--- src/rtl/game_controller.sv ---
// ============================================================================
// game_controller
//   Falling-letter game FSM: staggered column launch, per-column respawn,
//   saturating score, lives with game-over, restart on start.
//   Rev 1.0 - initial release
// ============================================================================
`default_nettype none

module game_controller #(
  parameter int NUM_COLUMNS    = 3,
  parameter int SCORE_WIDTH    = 8,
  parameter int STAGGER_CYCLES = 25_000_000,
  parameter int START_LIVES    = 1
) (
  input  logic                   clock,
  input  logic                   reset_n,
  input  logic                   start,
  input  logic [NUM_COLUMNS-1:0] correct,
  input  logic [NUM_COLUMNS-1:0] game_over,
  output logic [NUM_COLUMNS-1:0] column_reset,
  output logic [SCORE_WIDTH-1:0] score,
  output logic [3:0]             lives,
  output logic [1:0]             state
);

  // Counter must reach the release point of the last column.
  localparam int LAUNCH_MAX = (NUM_COLUMNS - 1) * STAGGER_CYCLES;
  localparam int CNT_W      = (LAUNCH_MAX > 0) ? $clog2(LAUNCH_MAX + 1) : 1;
  // Popcount width for up to NUM_COLUMNS simultaneous pulses.
  localparam int CW         = $clog2(NUM_COLUMNS + 1);
  // Score sum is one bit wider than the widest operand so overflow is visible.
  localparam int SUM_W      = ((SCORE_WIDTH > CW) ? SCORE_WIDTH : CW) + 1;
  localparam int LW         = (CW > 4) ? CW : 4;

  typedef enum logic [1:0] {
    IDLE   = 2'd0,
    LAUNCH = 2'd1,
    PLAY   = 2'd2,
    OVER   = 2'd3
  } state_t;

  state_t                 fsm;
  logic [CNT_W-1:0]       cnt;
  logic [NUM_COLUMNS-1:0] released;
  logic [1:0]             rst_sync;
  logic                   rst_n_sync;

  logic [NUM_COLUMNS-1:0] hits;
  logic [NUM_COLUMNS-1:0] misses;
  logic [NUM_COLUMNS-1:0] rel_now;
  logic [NUM_COLUMNS-1:0] rel_next;
  logic [CW-1:0]          hit_cnt;
  logic [CW-1:0]          miss_cnt;
  logic [SUM_W-1:0]       score_sum;
  logic [SCORE_WIDTH-1:0] score_next;
  logic [3:0]             lives_next;

  assign state = fsm;

  // Reset asserts immediately but releases the FSM only after two clean edges.
  always_ff @(posedge clock or negedge reset_n) begin
    if (!reset_n) rst_sync <= 2'b00;
    else          rst_sync <= {rst_sync[0], 1'b1};
  end

  assign rst_n_sync = rst_sync[1];

  // Pulse qualification, launch release decode, score and lives arithmetic.
  always_comb begin
    hits      = '0;
    misses    = '0;
    rel_now   = '0;
    rel_next  = released;
    hit_cnt   = '0;
    miss_cnt  = '0;
    score_sum = '0;
    score_next = score;
    lives_next = lives;

    // A column held in reset ignores its pulses; a miss beats a match.
    misses = game_over & ~column_reset;
    hits   = correct & ~column_reset & ~game_over;

    for (int i = 0; i < NUM_COLUMNS; i++) begin
      rel_now[i] = (cnt == CNT_W'(i * STAGGER_CYCLES));
      hit_cnt    = hit_cnt + CW'(hits[i]);
      miss_cnt   = miss_cnt + CW'(misses[i]);
    end

    if (fsm == LAUNCH) rel_next = released | rel_now;

    score_sum = SUM_W'(score) + SUM_W'(hit_cnt);
    if (score_sum > SUM_W'({SCORE_WIDTH{1'b1}}))
      score_next = {SCORE_WIDTH{1'b1}};
    else
      score_next = score_sum[SCORE_WIDTH-1:0];

    // Lives floor at zero; when not flooring, miss_cnt < lives <= 15 fits 4 bits.
    if (LW'(miss_cnt) >= LW'(lives))
      lives_next = 4'd0;
    else
      lives_next = lives - 4'(miss_cnt);
  end

  // Game FSM; every output is a register updated here.
  always_ff @(posedge clock or negedge rst_n_sync) begin
    if (!rst_n_sync) begin
      fsm          <= IDLE;
      column_reset <= '1;
      score        <= '0;
      lives        <= '0;
      cnt          <= '0;
      released     <= '0;
    end else if (start) begin
      // Start (re)initialises from any state and overrides same-cycle pulses.
      fsm          <= LAUNCH;
      column_reset <= '1;
      score        <= '0;
      lives        <= 4'(START_LIVES);
      cnt          <= '0;
      released     <= '0;
    end else begin
      case (fsm)
        IDLE: begin
          column_reset <= '1;
        end
        LAUNCH, PLAY: begin
          score <= score_next;
          lives <= lives_next;
          if (lives_next == 4'd0) begin
            // Out of lives: hold every column, no respawn pulses.
            fsm          <= OVER;
            column_reset <= '1;
            released     <= '0;
          end else begin
            // Unreleased columns stay held; hit/missed columns pulse once.
            column_reset <= ~rel_next | hits | misses;
            released     <= rel_next;
            if (fsm == LAUNCH) begin
              cnt <= cnt + CNT_W'(1);
              if (rel_now[NUM_COLUMNS-1]) fsm <= PLAY;
            end
          end
        end
        default: begin
          column_reset <= '1;
        end
      endcase
    end
  end

endmodule

`default_nettype wire

--- config.mk ---
export PLATFORM = sky130hd
export DESIGN_NAME = game_controller
export DESIGN_NICKNAME = d
export VERILOG_FILES = /design/src/rtl/game_controller.sv
export SDC_FILE = /design/constraint.sdc
export NUM_CORES = 1
export LEC_CHECK = 0
export ABC_CLOCK_PERIOD_IN_PS = 2100
export CAP_MARGIN = 20
export CORE_MARGIN = 5
export CORE_UTILIZATION = 55
export DETAILED_ROUTE_END_ITERATION = 10
export GPL_ROUTABILITY_DRIVEN = 1
export GPL_TIMING_DRIVEN = 0
export PLACE_DENSITY = 0.81
export SLEW_MARGIN = 30
export SYNTH_ARGS = -nofsm -noshare
export SYNTH_HDL_FRONTEND = slang
export SYNTH_SLANG_ARGS = --single-unit
--- constraint.sdc ---
create_clock -name clock -period 2.1 [get_ports clock]
set_clock_uncertainty 0.2 [all_clocks]
set_input_delay 0.63 -clock clock [delete_from_list [all_inputs] [get_ports clock]]
set_output_delay 0.63 -clock clock [all_outputs]
set_load 0.02 [all_outputs]
## Word level (Yosys, flattened, before mapping)

Cells that the tools add are included.

| word-level totals | value |
|---|---|
| register bits | 48 |
| output and inout port bits | 17 |

| cells by class | value |
|---|---|
| add/subtract/negate cells | 7 |
| $lt $le $gt $ge | 2 |
| eq/ne operators | 5 |
| mux-type cells | 22 |
| bitwise logic cells | 9 |
| reductions and logical operators | 9 |

Operators with widths:

| kind | count |
|---|---|
| 2-to-1 mux 26 bit | 4 |
| adder 26 x 1 -> 26 bit (second input constant) | 1 |
| equality test 26 x 25 -> 1 bit (second input constant) | 1 |
| equality test 26 bit (second input constant) | 1 |
| logical NOT 26 bit | 1 |
| 2-to-1 mux 8 bit | 3 |
| 2-to-1 mux 3 bit | 7 |
| 2-to-1 mux 4 bit | 3 |
| 2-to-1 mux 2 bit | 5 |
| adder 8 x 2 -> 9 bit | 1 |
| bitwise AND 3 bit | 3 |
| greater-than comparator 9 x 8 -> 1 bit (second input constant) | 1 |
| inverter 3 bit | 3 |
| OR 3 bit | 3 |
| AND reduction 3 bit | 2 |
| nonzero test 3 bit | 2 |
| adder 1 x 1 -> 2 bit | 2 |
| adder 2 x 1 -> 2 bit | 2 |
| greater-or-equal comparator 2 x 4 -> 1 bit | 1 |
| logical NOT 4 bit | 1 |
| nonzero test 2 bit | 2 |
| subtractor 4 x 2 -> 4 bit | 1 |
| equality test 2 x 1 -> 1 bit (second input constant) | 1 |
| equality test 2 bit (second input constant) | 1 |
| 2 further kinds | 2 |

## Longest topological paths before layout

| depth | value |
|---|---|
| depth in word-level cells | 10 |
| mapped depth | 12 |
| depth with buffers taken out | 11 |

## Worst setup path after synthesis

OpenSTA, ideal clock, no wires.

| timing | value |
|---|---|
| kind | input-to-reg |
| start point | in game_over[0] |
| end point | reg cnt[16] |
| setup time | 0.078 ns |
| data arrival time | 3.242 ns |
| path slack | -1.420 ns |
| stages on the path | 12 |
| path through | nand2b_1 -> fa_1 -> inv_1 -> ha_1 -> fa_1 -> nor2b_1 -> o21ai_1 -> a2bb2oi_1 -> a21o_1 -> buf_2 -> or4_1 -> a21oi_1 |

| on the way | value |
|---|---|
| longest elaborated chain between the ends | 8 |

RTL lines:

| what | line | source |
|---|---|---|
| start: declaration | 19 | `input logic [NUM_COLUMNS-1:0] game_over,` |
| bitwise AND 3 bit * | 81 | `misses = game_over & ~column_reset;` |
| adder 1 x 1 -> 2 bit * | 87 | `miss_cnt = miss_cnt + CW'(misses[i]);` |
| adder 2 x 1 -> 2 bit * | 87 |  |
| subtractor 4 x 2 -> 4 bit / greater-or-equal comparator 2 x 4 -> 1 bit (equally long branches) | 102, 99 |  |
| 2-to-1 mux 4 bit * | 99 | `if (LW'(miss_cnt) >= LW'(lives))` |
| logical NOT 4 bit * | 130 | `if (lives_next == 4'd0) begin` |
| inequality test 2 bit (no source line) * | - |  |
| AND reduction 3 bit (no source line) * | - |  |
| end signal: assignment | 140 | `cnt <= cnt + CNT_W'(1);` |
| end: declaration | 43 | `logic [CNT_W-1:0] cnt;` |

Every way passes the cells marked *; elsewhere a longest branch is shown, timed or not.
A chain may end at the register's enable or synchronous reset.

## Worst setup path after layout

| timing | value |
|---|---|
| start point | reg column_reset[2] |
| end point | reg cnt[16] |

| on the way | value |
|---|---|
| longest elaborated chain between the ends | 8 |

RTL lines:

| what | line | source |
|---|---|---|
| start: declaration | 20 | `output logic [NUM_COLUMNS-1:0] column_reset,` |
| start signal: assignment | 137 | `column_reset <= ~rel_next \| hits \| misses;` |
| inverter 3 bit * | 81 |  |
| bitwise AND 3 bit * | 81 |  |
| adder 2 x 1 -> 2 bit * | 87 |  |
| subtractor 4 x 2 -> 4 bit / greater-or-equal comparator 2 x 4 -> 1 bit (equally long branches) | 102, 99 |  |
| 2-to-1 mux 4 bit * | 99 |  |
| logical NOT 4 bit * | 130 |  |
| inequality test 2 bit (no source line) * | - |  |
| AND reduction 3 bit (no source line) * | - |  |

Marks and branches as above.

==> metrics.csv <==
stage;metric;value;unit
timing;clock.fmax;295;MHz
clock_tree;cts-root-buf;clkbuf_8;
clock_tree;clk_latency;0.30;ns
layout;fin_nets;384;
setup_path;crit_arrival;3.42;ns
clock_tree;cts.sinks;48;
setup_path;crit-reg2reg-launch;column_reset[2];
grt;grt_usage;0.255;
logic_synthesis;ys_warn_count;0;
clock_tree;htree_levels;2;
floorplanning;rows;26;
clock_tree;ctsHoldBuffers;0;
timing;fin_ws;-1.29;ns
logic_synthesis;yosysTopAreaCellShare;0.400;
timing;setup_violations;46;
grt;grt_antenna_before_repair;0;
place;dp_slack;-2.07;ns
route;route.met2.wl;4010;um
clock_tree;cts_tree;built;
timing;hold_violations;0;
logic_synthesis;ys_ff_latch;48;
worst_hold_path;min_path_type;reg -> async;
place;io_buffers;24;
floorplanning;initial_core_util;0.558;
place;hpwl;4860;um
layout;antenna_cells;0;
route;route.met3.wl;453;um
timing;fin_tns_setup;-48.32;ns
logic_synthesis;syn_nets;333;
place;dp_cells;407;
power;total_power;3.07;mW
setup_path;cp-end-kind;register;
floorplanning;io_pins;26;
setup_path;worstPathMaxFanout;5;
outcome;status;complete, but fails checks;
route;drtIter0Drc;182;
route;wl;7830;um
grt;first_global_vias;2666;
power;power_density;806;nW/um^2
logic_synthesis;syn_inst;313;
grt;grt_pass1_wl;12900;um
logic_synthesis;synth.distinct_cells;51;
route;routed_via_density;6.16;
setup_path;crit_type;reg -> reg;
floorplanning;die-area;6640;um^2
setup_path;start_kind;register;
timing;post-route-min-period;3.39;ns
floorplanning;core;5040;um^2
timing;hold-worst-slack;0.144;ns
timing;slew_headroom;0.519;
layout;n_fill_cell;328;
logic_synthesis;netlist_area;2810;um^2
run;cap_violations;0;
clock_tree;clockBufferDepth;2;
setup_path;cp.required;2.13;ns
layout;drive_above_1_share;0.310;
logic_synthesis;synth.top_cells.by_area;dfrtp_1 (40%), a21oi_1 (4.8%), nor2_1 (4.0%);
place;place_congestion;0.924;
floorplanning;die_y;81.5;um
route;m1WireLength;3240;um
setup_path;timing.reg2reg.setup_slack;-1.29;ns
route;ant_nets;0;
timing;grt_setup_unrepaired;true;
setup_path;cp-startpoint;column_reset[2];
route;wl_per_cell;18.0;um
floorplanning;die_w;81.5;um
power;peakVddDrop;397;uV
logic_synthesis;synth_top_area_cell;dfrtp_1;
layout;instances_no_fill;435;
route;firstDrtPassIters;5;
logic_synthesis;yosysSeqAreaShare;0.428;
logic_synthesis;synth_area_per_cell;8.99;um^2
route;vias;2681;
route;top_layer;met4;
grt;grt_max_degree;47;
layout;area_growth;35.4;%
power;p_leak;1.57;nW
clock_tree;path_clk_slew;0.09;ns
grt;overflow;0;
timing;drv_slew;0;
outcome;violations;negative setup slack;
timing;worstMarginPinSlew;0.721;ns
route;drc;0;
timing;period_share;1.61;
clock_tree;cts_buffers;5;
## cell type report
class                           count  area (um^2)  share of cell area
Sequential cell                    48         1210               0.318
Buffer                             12         90.1              0.0237
Timing Repair Buffer               45          374              0.0983
Tap cell                           70         87.6              0.0230
Inverter                           22         82.6              0.0217
Clock buffer                        8         90.1              0.0237
Multi-Input combinational cell    230         1870               0.492
## worst paths after layout
check                           cells after the start           to
worst max-delay path                               12      cnt[16]
max in group asynchronous                           0     score[4]
worst min-delay path                                0       cnt[2]
min in group clock                                  0  rst_sync[1]
worst max register to register                     12      cnt[16]
worst min register to register                      0       cnt[2]
## kinds of logic (layout without fill, tap and decap cells)
group	after synthesis	count (layout)	share of synthesized area
AND/OR/NAND/NOR	130	130	0.242
AO/OA/AOI/OAI	74	74	0.175
flip-flops	48	48	0.428
buffers and inverters	35	87	0.0485
adder cells (fa/ha/maj)	11	11	0.0596
XOR/XNOR	11	11	0.0343
multiplexers	3	3	0.0111
other	1	1	0.00133
## state kept, by name, summed over array words and instances (netlist names)
name          count
lives             4
rst_sync          2
state             2
released          3
score             8
column_reset      3
cnt              26
## cells in the mapped netlist (all sizes together)
| cell type | number |
|---|---|
| dfrtp | 45 |
| nor2 | 31 |
| a21oi | 27 |
| inv | 22 |
| nand2 | 22 |
| nand3 | 18 |
| or4 | 11 |
| nor3 | 10 |
| o21ai | 10 |
| o31ai | 10 |
| xnor2 | 10 |
| and3 | 8 |
| clkbuf | 8 |
| ha | 7 |
| a211oi | 6 |
| buf | 5 |
| nand2b | 5 |
| nand4 | 5 |
| or3 | 5 |
| a21o | 4 |
| fa | 4 |
| nor2b | 4 |
| a2111oi | 3 |
| a221oi | 3 |
| a31oi | 3 |
| dfstp | 3 |
| nor3b | 3 |
| nor4 | 3 |
| mux2i | 2 |
| nor4b | 2 |
| o211ai | 2 |
| o21a | 2 |
| a2bb2oi | 1 |
| a311oi | 1 |
| a31o | 1 |
| and2 | 1 |
| and3b | 1 |
| conb | 1 |
| mux2 | 1 |
| o31a | 1 |
| or2 | 1 |
| xor2 | 1 |
## cells in the final DEF (no fill, tap or decap), types with 3 or more instances in the layout
| cell | instances |
|---|---|
| clkbuf_1 | 7 |
| a21oi_1 | 16 |
| nand2_1 | 21 |
| nor2b_1 | 3 |
| nand2b_4 | 3 |
| or3_1 | 3 |
| nor4_1 | 3 |
| a211oi_2 | 5 |
| nand3_1 | 17 |
| inv_2 | 4 |
| a221oi_2 | 3 |
| dlygate4sd2_1 | 14 |
| o21ai_0 | 4 |
| xnor2_1 | 10 |
| clkbuf_2 | 5 |
| inv_1 | 18 |
| nor3_1 | 7 |
| dfstp_2 | 3 |
| or4_1 | 9 |
| and3_1 | 7 |
| ha_1 | 4 |
| o31ai_4 | 3 |
| buf_4 | 17 |
| clkbuf_8 | 7 |
| buf_6 | 7 |
| o21ai_1 | 3 |
| dfrtp_1 | 42 |
| buf_2 | 3 |
| o31ai_1 | 6 |
| nor2_1 | 29 |
| nand4_1 | 5 |
| a21oi_2 | 10 |
## metal layers
metal / vias to the layer above / GRT usage
li1: 1226 / -
met1: 1323 / 0.326
met2: 117 / 0.437
met3: 15 / 0.0439
met4: 0 / 0.0845
met5: - / 0
## stage by stage
stage,instance area [um^2],utilization
4_1_cts,3730,0.741
5_1_grt,3810,0.755
2_1_floorplan,3030,-
3_3_place_gp,3360,0.666
3_5_place_dp,3360,0.667
6_report,3810,0.755
## report_power, final
group	switching, mW	internal, mW	total (mW)	leakage (nW)
clock	0.299	0.269	0.568	0.0455
sequential	0.0693	0.990	1.06	0.639
combinational	0.814	0.627	1.44	0.881
total	1.18	1.89	3.07	1.57
## critical path, cell delays in order (launching register included)
cell,delay [ns]
dfstp_2,0.54
nand2b_4,0.12
fa_1,0.43
inv_2,0.08
ha_4,0.13
fa_2,0.46
nor2b_4,0.15
o21ai_4,0.15
a2bb2oi_4,0.09
a21o_4,0.23
buf_6,0.12
or4_4,0.48
a21oi_2,0.12
## what timing repair did
action,in CTS,in global routing
hold endpoints to repair,0,0
setup endpoints to repair,62,52
gates resized for setup,69,27
pin swaps,31,20
setup buffers,20,3
(Power assumes the default switching activity.)
